==> config.mk <==
export PLATFORM = sky130hd
export DESIGN_NAME = imm_decode_stage
export DESIGN_NICKNAME = d
export VERILOG_FILES = /design/src/rtl/cpu_defs.sv /design/src/rtl/imm_extract.sv /design/src/rtl/imm_decode_stage.sv
export SDC_FILE = /design/constraint.sdc
export NUM_CORES = 1
export LEC_CHECK = 0
export BUFFER_PORTS_ARGS = -buffer_cell sky130_fd_sc_hd__buf_2
export CORE_MARGIN = 2
export CORE_UTILIZATION = 40
export CTS_CLUSTER_SIZE = 10
export DETAILED_ROUTE_END_ITERATION = 12
export PLACE_DENSITY = 0.7
export SETUP_SLACK_MARGIN = 0.3
export SLEW_MARGIN = 40
export SYNTH_ARGS = -nofsm -noshare
export SYNTH_HDL_FRONTEND = slang
export SYNTH_SLANG_ARGS = --single-unit
==> constraint.sdc <==
create_clock -name clk -period 10.49 [get_ports clk]
set_input_delay 3.147 -clock clk [delete_from_list [all_inputs] [get_ports clk]]
set_output_delay 3.147 -clock clk [all_outputs]
set_load 0.03 [all_outputs]
==> src/rtl/cpu_defs.sv <==
// Shared CPU definitions: immediate format classes, opcode map and the
// funct3 codes that select the shift-immediate instructions.
package cpu_defs;

  typedef enum logic [2:0] {
    FMT_NONE = 3'd0,
    FMT_I    = 3'd1,
    FMT_S    = 3'd2,
    FMT_B    = 3'd3,
    FMT_U    = 3'd4,
    FMT_J    = 3'd5
  } imm_fmt_e;

  localparam logic [6:0] OPCODE_LOAD  = 7'b0000011;
  localparam logic [6:0] OPCODE_ITYPE = 7'b0010011;
  localparam logic [6:0] OPCODE_AUIPC = 7'b0010111;
  localparam logic [6:0] OPCODE_STORE = 7'b0100011;
  localparam logic [6:0] OPCODE_RTYPE = 7'b0110011;
  localparam logic [6:0] OPCODE_LUI   = 7'b0110111;
  localparam logic [6:0] OPCODE_BTYPE = 7'b1100011;
  localparam logic [6:0] OPCODE_JALR  = 7'b1100111;
  localparam logic [6:0] OPCODE_JAL   = 7'b1101111;

  localparam logic [2:0] FUNCT3_SLLI = 3'b001;
  localparam logic [2:0] FUNCT3_SRXI = 3'b101;

  // True for the OP-IMM encodings whose immediate field carries a shamt.
  function automatic logic is_shift_funct3(input logic [2:0] funct3);
    return (funct3 == FUNCT3_SLLI) || (funct3 == FUNCT3_SRXI);
  endfunction

endpackage

==> src/rtl/imm_extract.sv <==
// Combinational immediate extractor: classifies the instruction format,
// assembles the immediate and extends it to XLEN (XLEN must be 32 or 64).
module imm_extract
  import cpu_defs::*;
#(
  parameter int XLEN       = 32,
  parameter bit SHAMT_ZEXT = 1'b1
) (
  input  logic [31:0]     instr,
  output logic [XLEN-1:0] imm,
  output imm_fmt_e        fmt,
  output logic            illegal
);

  // RV64 shifts carry a 6-bit shamt, RV32 a 5-bit one.
  localparam int SHAMT_W = (XLEN == 64) ? 6 : 5;

  logic [6:0]  opcode;
  logic [2:0]  funct3;
  logic [31:0] imm32;
  logic        zext;

  assign opcode = instr[6:0];
  assign funct3 = instr[14:12];

  // Build a 32-bit immediate per format; zext marks the unsigned shamt case.
  always_comb begin
    imm32   = '0;
    fmt     = FMT_NONE;
    illegal = 1'b0;
    zext    = 1'b0;
    case (opcode)
      OPCODE_LOAD, OPCODE_JALR: begin
        fmt   = FMT_I;
        imm32 = {{20{instr[31]}}, instr[31:20]};
      end
      OPCODE_ITYPE: begin
        fmt = FMT_I;
        if (SHAMT_ZEXT && is_shift_funct3(funct3)) begin
          zext  = 1'b1;
          imm32 = 32'(instr[20 +: SHAMT_W]);
        end else begin
          imm32 = {{20{instr[31]}}, instr[31:20]};
        end
      end
      OPCODE_STORE: begin
        fmt   = FMT_S;
        imm32 = {{20{instr[31]}}, instr[31:25], instr[11:7]};
      end
      OPCODE_BTYPE: begin
        fmt   = FMT_B;
        imm32 = {{19{instr[31]}}, instr[31], instr[7], instr[30:25], instr[11:8], 1'b0};
      end
      OPCODE_LUI, OPCODE_AUIPC: begin
        fmt   = FMT_U;
        imm32 = {instr[31:12], 12'b0};
      end
      OPCODE_JAL: begin
        fmt   = FMT_J;
        imm32 = {{11{instr[31]}}, instr[31], instr[19:12], instr[20], instr[30:21], 1'b0};
      end
      OPCODE_RTYPE: begin
        fmt = FMT_NONE;
      end
      default: begin
        illegal = 1'b1;
      end
    endcase
  end

  // Widen to XLEN: shamt is zero-extended, every other format sign-extends bit 31.
  assign imm = zext ? XLEN'(imm32) : XLEN'($signed(imm32));

endmodule

==> src/rtl/imm_decode_stage.sv <==
// Immediate-decode pipeline stage: decodes on the input side, then holds the
// result in a two-entry skid buffer (main + skid) with registered in_ready.
module imm_decode_stage
  import cpu_defs::*;
#(
  parameter int XLEN       = 32,
  parameter bit SHAMT_ZEXT = 1'b1,
  parameter bit TARGET_EN  = 1'b1
) (
  input  logic            clk,
  input  logic            rst,
  input  logic            flush,
  input  logic            in_valid,
  output logic            in_ready,
  input  logic [31:0]     in_instr,
  input  logic [XLEN-1:0] in_pc,
  output logic            out_valid,
  input  logic            out_ready,
  output logic [31:0]     out_instr,
  output logic [XLEN-1:0] out_pc,
  output logic [XLEN-1:0] out_imm,
  output imm_fmt_e        out_fmt,
  output logic            out_illegal,
  output logic [XLEN-1:0] out_target
);

  logic [XLEN-1:0] dec_imm;
  imm_fmt_e        dec_fmt;
  logic            dec_illegal;
  logic [XLEN-1:0] dec_target;

  logic            main_valid_reg;
  logic [31:0]     main_instr_reg;
  logic [XLEN-1:0] main_pc_reg;
  logic [XLEN-1:0] main_imm_reg;
  imm_fmt_e        main_fmt_reg;
  logic            main_illegal_reg;
  logic [XLEN-1:0] main_target_reg;

  logic            skid_full_reg;
  logic [31:0]     skid_instr_reg;
  logic [XLEN-1:0] skid_pc_reg;
  logic [XLEN-1:0] skid_imm_reg;
  imm_fmt_e        skid_fmt_reg;
  logic            skid_illegal_reg;
  logic [XLEN-1:0] skid_target_reg;

  logic in_xfer;
  logic main_free;

  imm_extract #(
    .XLEN       (XLEN),
    .SHAMT_ZEXT (SHAMT_ZEXT)
  ) u_imm_extract (
    .instr   (in_instr),
    .imm     (dec_imm),
    .fmt     (dec_fmt),
    .illegal (dec_illegal)
  );

  // Target is computed ahead of the register so out_target stays registered.
  generate
    if (TARGET_EN) begin : g_target
      assign dec_target = in_pc + dec_imm;
    end else begin : g_no_target
      assign dec_target = '0;
    end
  endgenerate

  // in_ready depends only on state, never on out_ready in the same cycle.
  assign in_ready  = !skid_full_reg;
  assign in_xfer   = in_valid && in_ready;
  assign main_free = !main_valid_reg || out_ready;

  assign out_valid   = main_valid_reg;
  assign out_instr   = main_instr_reg;
  assign out_pc      = main_pc_reg;
  assign out_imm     = main_imm_reg;
  assign out_fmt     = main_fmt_reg;
  assign out_illegal = main_illegal_reg;
  assign out_target  = main_target_reg;

  // Skid buffer: main refills from skid first (FIFO order), else from input;
  // a held main diverts the incoming item into skid. Flush wins over all.
  always_ff @(posedge clk or posedge rst) begin
    if (rst) begin
      main_valid_reg   <= 1'b0;
      main_instr_reg   <= '0;
      main_pc_reg      <= '0;
      main_imm_reg     <= '0;
      main_fmt_reg     <= FMT_NONE;
      main_illegal_reg <= 1'b0;
      main_target_reg  <= '0;
      skid_full_reg    <= 1'b0;
      skid_instr_reg   <= '0;
      skid_pc_reg      <= '0;
      skid_imm_reg     <= '0;
      skid_fmt_reg     <= FMT_NONE;
      skid_illegal_reg <= 1'b0;
      skid_target_reg  <= '0;
    end else if (flush) begin
      main_valid_reg <= 1'b0;
      skid_full_reg  <= 1'b0;
    end else if (main_free) begin
      if (skid_full_reg) begin
        main_valid_reg   <= 1'b1;
        main_instr_reg   <= skid_instr_reg;
        main_pc_reg      <= skid_pc_reg;
        main_imm_reg     <= skid_imm_reg;
        main_fmt_reg     <= skid_fmt_reg;
        main_illegal_reg <= skid_illegal_reg;
        main_target_reg  <= skid_target_reg;
        skid_full_reg    <= 1'b0;
      end else if (in_xfer) begin
        main_valid_reg   <= 1'b1;
        main_instr_reg   <= in_instr;
        main_pc_reg      <= in_pc;
        main_imm_reg     <= dec_imm;
        main_fmt_reg     <= dec_fmt;
        main_illegal_reg <= dec_illegal;
        main_target_reg  <= dec_target;
      end else begin
        main_valid_reg <= 1'b0;
      end
    end else if (in_xfer) begin
      skid_full_reg    <= 1'b1;
      skid_instr_reg   <= in_instr;
      skid_pc_reg      <= in_pc;
      skid_imm_reg     <= dec_imm;
      skid_fmt_reg     <= dec_fmt;
      skid_illegal_reg <= dec_illegal;
      skid_target_reg  <= dec_target;
    end
  end

endmodule
==> results of run 1 <==
## worst paths after layout
check / startpoint / to / slack (ns) / cells past startpoint
min: out_pc[7] / out_pc[7] / 0.47 / 2
max in group asynchronous: rst / skid_imm_reg[26] / 6.60 / 4
max reg2reg: skid_full_reg / out_target[27] / 7.64 / 6
max: in_instr[4] / skid_target_reg[28] / 3.82 / 16
min in group asynchronous: rst / out_pc[0] / 2.63 / 2
min reg2reg: out_pc[7] / out_pc[7] / 0.47 / 2
## power breakdown
part | internal (mW) | switching, mW
clock network | 0.557 | 0.399
registers | 1.20 | 0.0887
logic | 0.195 | 0.352
## per-layer routing
metal | vias to the layer above | global-route usage
met2 | 259 | 0.324
met4 | 0 | 0.0397
met1 | 4895 | 0.284
met5 | - | 0
met3 | 44 | 0.0433
li1 | 4935 | -
## cells in the mapped netlist, types with 10 or more instances
| library cell | instances | area [um^2] |
|---|---|---|
| dfrtp_1 | 266 | 6660 |
| nand2_1 | 213 | 800 |
| o21ai_0 | 155 | 776 |
| mux2_2 | 90 | 1010 |
| a21oi_1 | 85 | 425 |
| mux2i_1 | 74 | 741 |
| clkbuf_1 | 62 | 233 |
| nor2_1 | 60 | 225 |
| inv_1 | 43 | 161 |
| ha_1 | 31 | 388 |
| o21ai_1 | 21 | 105 |
| xor2_1 | 17 | 149 |
| o21a_1 | 15 | 113 |
| a21o_1 | 14 | 105 |
| a31oi_1 | 13 | 81.3 |
| nand3_1 | 13 | 65.1 |
| nor3_1 | 12 | 60.1 |
| buf_1 | 10 | 37.5 |
## area by class of cell
cell class,count,area share
clock inverters,3,0.00284
inverters,43,0.0107
multi-input cells,929,0.391
clock buffers,38,0.0527
flip-flops and latches,266,0.432
well taps,442,0.0359
repair buffers,213,0.0748
## per-stage QoR
step	utilization	power (mW)	hold WS, ns
2_1_floorplan	-	1.67	0.441
3_3_place_gp	0.446	1.83	0.455
3_5_place_dp	0.448	1.86	0.463
4_1_cts	0.474	2.82	0.477
5_1_grt	0.475	2.93	0.498
6_report	0.475	2.79	0.470
## logic make-up after synthesis
logic type                 Yosys count  share of synthesized area
xor gates and xnor gates            26                     0.0174
AOI/OAI and AO/OA                  352                      0.155
DFF                                266                      0.507
adders and majority gates           32                     0.0311
and+or+nand+nor                    354                      0.119
buffers and inverters              122                     0.0356
muxes                              165                      0.135
## worst max-delay path: stages
cell and delay (ns):
buf_2 0.13, nand2b_1 0.21, nor4_2 0.55, and2_1 0.23, a32o_1 0.29, ha_1 0.24, inv_1 0.06, fa_1 0.39
nor2b_1 0.15, o2111ai_1 0.19, a21oi_2 0.25, o211ai_1 0.25, o21a_1 0.28, o41a_1 0.46, xor2_1 0.16, o21ai_1 0.14
==> flow_summary.ini, run 1 <==
[status]
outcome = completed

[route]
wl_met2_um = 15900
ant_nets = 0
highest_layer = met4
dr.pass1.iters = 5
via_per_inst = 5.24
drt-total-wl_um = 34500
vias = 10100
drcViolationCount = 0
drt_iter0_drc = 648
wl_per_cell_um = 17.8
wl_met3_um = 2120
wl_met1_um = 15900

[cells_and_area]
fin_cells = 1934
layout_commonest_cell = dfrtp_1
stdcell_area_um2 = 15400
syn_to_final_growth_pct = 17.5
fillers = 3047
regArea_um2 = 6660
layout_common_cells = dfrtp_1 (265), nand2_1 (211), buf_2 (202)
multi_input_area_um2 = 6030
finalNetCount = 1585
diodes = 0
drive_above_1_share = 0.239

[power]
cellLeakagePower_nw = 7.45
vdd_drop_max_uv = 118
power_density_nw_per_um2 = 181

[yosys]
synth_edf_count = 0
synth.distinct_cells = 64
ys.flop_type = dfrtp_1
syn-num-nets = 1418
ys_warn_count = 0
ys_ff_latch = 266
async_reset_ff_frac = 1.00
yosysSeqAreaShare = 0.507
syn_area_um2 = 13100
synthCells = 1317
syn_avg_cell_area_um2 = 9.96

[floorplanning]
rows = 66
core_area_um2 = 32500
fp.dieH_um = 185
die_w_um = 185
io_pins = 203
die_area_um2 = 34300
initial_core_util = 0.404

[sta]
final-max-slew-violation-count = 0
skew_ns = 0.00941
layout_setup_ws_ns = 3.82
worst_slew_pin_slew_ns = 0.804
slew_headroom = 0.464
timing.final.crit_period_ns = 6.67
rsz0062_at_grt = false
clock.fmax_mhz = 150
fin_crit_sh = 0.636
finalHoldViolations = 0
setup_viol_count_final = 0
setup-tns-final_ns = 0

[clocking]
cts_tree = yes
cts_made_buffers = 31
clock_latency_ns = 0.55
cts.clk_slew.worst_paths_ns = 0.06
cts_hold_buf = 0
post_cts_buffers = 0
cts_htree_levels = 1
cts_resized = 0
cts-root-buf = clkbuf_16
clockBufferDepth = 3
cts.sinks = 266

[worst_setup_path]
worstPathMaxFanout = 7
critPathKind = input pin to flip-flop
critical_path_arrival_ns = 7.14
cp.required_ns = 10.96
cp-end-kind = flip-flop
crit_path_start_kind = input pin

[run]
drv_cap = 0

[placed_design]
portBuffers = 202
dp.cells = 1892
place_area_um2 = 14500
pre_cts_slack_ns = 3.06
dp_hpwl_um = 24400
place_congestion = 0.847

[global_routing]
grt_pass1_vias = 9776
grt_pass1_wl_um = 54600
track_usage = 0.202
grt_start_max_net_pins = 109
overflow = 0
antenna_found_initial = 0

[worst_hold_path]
worstHoldPathType = flip-flop to flip-flop
Note: power is estimated with default switching activity, not from simulation.
==> run 2, diff against run 1 <==
==> constraint.sdc (replaced) <==
create_clock -name clk -period 5.78 [get_ports clk]
set_input_delay 1.734 -clock clk [delete_from_list [all_inputs] [get_ports clk]]
set_output_delay 1.734 -clock clk [all_outputs]
set_load 0.03 [all_outputs]
==> run 2 against run 1 <==
  * First-iteration DRC count rose by 9.7%
  * Routed wire length rose by 2.3%
  * Global-route usage rose by 0.54 points
  * Clock skew rose by 0.0026 ns
  * Core utilization rose by 0.093 points
  * Count of clock-buffer cells in the layout rose by 2
  * Sequential power rose by 81%
  * Cell count rose by 0.21%
  * Via count fell by 0.15%
  * Die area did not move
  * Sequential cell count did not move
  * Largest power group unchanged
==> flow_summary.ini, run 2 (synthesized netlist as in run 1, its figures left out) <==
[worst_setup_path]
cp.required_ns = 6.18
rrSetupSlack_ns = 3.10
r2r-end = out_imm[6]
worstSetupStartpoint = in_instr[12]
crit_end = skid_target_reg[25]
critPathTopFamily = compound AO/OA/AOI/OAI gates
critPathBufInv = 2
critical_path_arrival_ns = 5.41
crit_path_start_kind = input pin
path_cells = buf_2 > nor2b_1 > o21ai_0 > a21oi_1 > o21ai_0 > and4_1 > a21oi_1 > inv_1 > ha_1 > nand3_1 > nor2_1 > and3_1 > a21oi_1 > nand3_1 > a221oi_1 > xor2_1 > o21ai_0
max_stage_delay_ns = 0.41
reg2reg_depth = 6
worstPathMaxFanout = 11
rr_startpoint = skid_full_reg
cp_slowest_cell = a21oi_1
cp-end-kind = flip-flop
critPathKind = input pin to flip-flop
cp_num_cells = 17

[sta]
setup_viol_count_final = 0
worst_slew_pin_slew_ns = 0.785
skew_ns = 0.0120
holdWs_ns = 0.472
clock.fmax_mhz = 200
final-max-slew-violation-count = 0
fin_crit_sh = 0.867
rsz0062_at_grt = false
setup-tns-final_ns = 0
finalHoldViolations = 0
timing.final.crit_period_ns = 5.01
slew_headroom = 0.477

[global_routing]
grt_pass1_wl_um = 55800
overflow = 0
grt_pass1_vias = 10000
antenna_found_initial = 0
track_usage = 0.208
grt_start_max_net_pins = 150

[cells_and_area]
syn_to_final_growth_pct = 17.7
layout_common_cells = dfrtp_1 (265), nand2_1 (211), buf_2 (202)
final_util = 0.476
finalNetCount = 1589
regArea_um2 = 6660
diodes = 0
fillers = 3072
layout_commonest_cell = dfrtp_1
fin_cells = 1938
drive_above_1_share = 0.240
multi_input_area_um2 = 6020

[clocking]
cts_hold_buf = 0
clockBufferDepth = 3
cts_resized = 0
cts-root-buf = clkbuf_16
cts.clk_slew.worst_paths_ns = 0.06
cts_made_buffers = 31
cts.sinks = 266
post_cts_buffers = 0
cts_htree_levels = 1
clock_latency_ns = 0.55
cts_tree = yes

[route]
drt_iter0_drc = 711
ant_nets = 0
wl_per_cell_um = 18.2
dr.pass1.iters = 5
via_per_inst = 5.22
vias = 10100
drcViolationCount = 0
drt-total-wl_um = 35300

[placed_design]
dp.cells = 1896
portBuffers = 202
dp_hpwl_um = 25000
place_congestion = 0.871

[worst_hold_path]
hold_depth = 2
worstHoldPathType = flip-flop to flip-flop

[floorplanning]
core_area_um2 = 32500
initial_core_util = 0.404
rows = 66
io_pins = 203
fp.dieH_um = 185
die_w_um = 185
die_area_um2 = 34300

[status]
outcome = completed

[run]
drv_cap = 0

[power]
cellLeakagePower_nw = 7.47
power_density_nw_per_um2 = 327
total_power_mw = 5.05
vdd_drop_max_uv = 214
## run 2: cell count changes in the layout (fill, tap and decap cells not counted)
cell / before / now
inv_6: 1 / 0
bufinv_16: 1 / 0
nor4_1: 1 / 2
nor4_2: 2 / 1
clkbuf_8: 1 / 3
buf_4: 4 / 8
buf_6: 4 / 2
buf_12: 2 / 4
## run 2: cell type report
cell class                 count  area share
clock inverter                 1    0.000324
inverter                      43      0.0107
clock buffer                  40      0.0544
sequential                   266       0.431
tap                          442      0.0358
multi-input combinational    929       0.390
timing repair buffer         217      0.0778
## run 2: worst min path at each step
stage | start | to
2_1_floorplan | skid_target_reg[27] | skid_target_reg[27]
3_3_place_gp | skid_target_reg[26] | skid_target_reg[26]
3_5_place_dp | skid_target_reg[23] | skid_target_reg[23]
4_1_cts | out_pc[8] | out_pc[8]
5_1_grt | out_pc[11] | out_pc[11]
6_report | out_instr[14] | out_instr[14]
## run 2: worst min-delay path: stages (launching register included)
cell	delay (ns)
dfrtp_1	0.34
nand2_1	0.04
o21ai_0	0.06
## run 2: through the flow
step	cell area, um^2	worst slack, ns
after floorplan	13100	0.535
after global placement	14600	0.295
after detailed placement	14600	0.276
after CTS	15400	0.838
after global routing	15400	0.455
final	15400	0.771
## run 2: power breakdown
group	total [mW]	internal (mW)	switching (mW)
Sequential	2.34	2.17	0.163
Combinational	0.999	0.355	0.644
Clock	1.71	0.990	0.720
## run 2: routing by layer
| layer | up-vias | GRT usage | routed length [um] |
|---|---|---|---|
| li1 | 4938 | - | - |
| met1 | 4853 | 0.289 | 16100 |
| met2 | 275 | 0.338 | 16300 |
| met3 | 52 | 0.0340 | 1930 |
| met4 | 0 | 0.0524 | 898 |
| met5 | - | 0 | 0 |
==> run 3, diff against run 2 <==
--- a/config.mk
+++ b/config.mk
@@ -16,3 +16,4 @@
 export SYNTH_ARGS = -nofsm -noshare
 export SYNTH_HDL_FRONTEND = slang
 export SYNTH_SLANG_ARGS = --single-unit
+export TNS_END_PERCENT = 20
==> constraint.sdc (replaced) <==
create_clock -name clk -period 4.3 [get_ports clk]
set_input_delay 1.29 -clock clk [delete_from_list [all_inputs] [get_ports clk]]
set_output_delay 1.29 -clock clk [all_outputs]
set_load 0.03 [all_outputs]
==> run 3 against run 2 <==
  * Sequential power up 34%
  * Critical path depth down 1
  * Die area stayed put
  * Total power up 42%
  * Core utilization increased by 5.6 points
  * Non-clock buffer count increased by 150
  * Worst setup slack lost 0.54 ns
  * Largest cell class unchanged
  * Clock power up 51%
==> flow_summary.ini, run 3 (synthesized netlist as in run 1, its figures left out) <==
[sta]
setup-tns-final_ns = 0
clock.fmax_mhz = 246
skew_ns = 0.0259
worst_slew_pin_slew_ns = 0.881
setup_viol_count_final = 0
finalHoldViolations = 0
slew_headroom = 0.413
layout_setup_ws_ns = 0.232
rsz0062_at_grt = true
fin_crit_sh = 0.946
final-max-slew-violation-count = 0
timing.final.crit_period_ns = 4.07

[cells_and_area]
finalNetCount = 1742
final_util = 0.532
fin_cells = 2097
layout_commonest_cell = dfrtp_1
layout_common_cells = dfrtp_1 (265), nand2_1 (207), buf_2 (198)
drive_above_1_share = 0.359
syn_to_final_growth_pct = 31.6
fillers = 2878

[worst_setup_path]
worstPathMaxFanout = 5
crit_path_start_kind = input pin
critical_path_arrival_ns = 4.44
rr_startpoint = skid_full_reg
critPathKind = input pin to flip-flop
worstSetupStartpoint = in_instr[6]
cp-end-kind = flip-flop
cp.required_ns = 4.67

[route]
drt_iter0_drc = 629
drt-total-wl_um = 36200
via_per_inst = 5.15
dr.pass1.iters = 7
drcViolationCount = 0
wl_per_cell_um = 17.3
vias = 10800
ant_nets = 0

[clocking]
cts-root-buf = clkbuf_16
cts.clk_slew.worst_paths_ns = 0.05
cts.sinks = 266
clock_latency_ns = 0.52
cts_htree_levels = 2
cts_tree = yes
clockBufferDepth = 3
cts_made_buffers = 34

[global_routing]
grt_pass1_wl_um = 56400
grt_start_max_net_pins = 174
grt_pass1_vias = 10400
antenna_found_initial = 1
overflow = 0
track_usage = 0.209

[floorplanning]
core_area_um2 = 32500
rows = 66
die_area_um2 = 34300
io_pins = 203
die_w_um = 185
initial_core_util = 0.404
fp.dieH_um = 185

[power]
pwr-share-comb = 0.202
power_density_nw_per_um2 = 416
power_frac_clock = 0.361
vdd_drop_max_uv = 310
cellLeakagePower_nw = 8.35
pwr-share-seq = 0.437
power_switching_mw = 2.15
p_int_mw = 5.03
switching_share = 0.299

[worst_hold_path]
min_from = out_pc[24]
worstHoldPathType = flip-flop to flip-flop

[placed_design]
dp.cells = 2030
portBuffers = 202
pre_cts_slack_ns = -0.533
place_congestion = 0.865
dp_hpwl_um = 25200

[status]
outcome = completed

[run]
drv_cap = 0
## run 3: layer usage
layer  share of wire  global-route usage  vias up
li1                -                   -     5258
met1            0.46               0.292     5215
met2            0.47               0.335      277
met3           0.054              0.0387       53
met4           0.024              0.0559        0
met5               0                   0        -
## run 3: through the flow
stage | hold slack (ns) | cell area (um^2) | total power, mW
finish | 0.472 | 17300 | 7.18
global route | 0.496 | 17300 | 7.53
CTS | 0.476 | 16800 | 7.22
detailed placement | 0.463 | 15600 | 4.59
global placement | 0.454 | 15600 | 4.53
floorplan | 0.441 | 13100 | 4.07
## run 3: area by class of cell
cell class | instances | area, um^2 | share of cell area
well taps | 442 | 553 | 0.0320
clock buffers | 44 | 958 | 0.0555
multi-input cells | 929 | 6460 | 0.374
flip-flops and latches | 266 | 6660 | 0.386
diodes | 1 | 2.50 | 0.000145
clock inverters | 5 | 46.3 | 0.00268
repair buffers | 367 | 2420 | 0.140
inverters | 43 | 165 | 0.00957
## run 3: final timing paths
| kind | to | slack, ns | cells after the start |
|---|---|---|---|
| max | out_target[28] | 0.23 | 16 |
| min | out_pc[24] | 0.47 | 2 |
| max reg2reg | skid_target_reg[8] | 1.73 | 5 |
| min reg2reg | out_pc[24] | 0.47 | 2 |
| max in group asynchronous | skid_target_reg[27] | 2.49 | 4 |
| min in group asynchronous | out_pc[0] | 0.95 | 3 |
## run 3: power groups by stage
| stage | clock network, mW | registers, mW | logic [mW] |
|---|---|---|---|
| floorplan | 0 | 3.48 | 0.594 |
| global placement | 0 | 3.15 | 1.38 |
| detailed placement | 0 | 3.17 | 1.42 |
| CTS | 2.65 | 3.13 | 1.43 |
| global route | 2.75 | 3.19 | 1.59 |
| finish | 2.59 | 3.14 | 1.45 |
## run 3: what timing repair did
action / 4_1_cts / 5_1_grt
pin swaps: 15 / 40
hold buffers: 0 / 0
buffers inserted: 3 / 13
gates resized for setup: 43 / 69
endpoints found under the setup margin: 33 / 40
## run 3: worst max-delay path, stage by stage
cell	delay [ns]
buf_8	0.10
or3_4	0.39
o21a_1	0.20
nor2_1	0.08
buf_4	0.15
a22oi_2	0.13
fa_2	0.43
nor2b_4	0.14
o2111ai_2	0.14
a21oi_2	0.19
o211ai_1	0.15
buf_4	0.17
o21a_1	0.19
o41a_1	0.43
mux2i_1	0.17
nand3_1	0.08
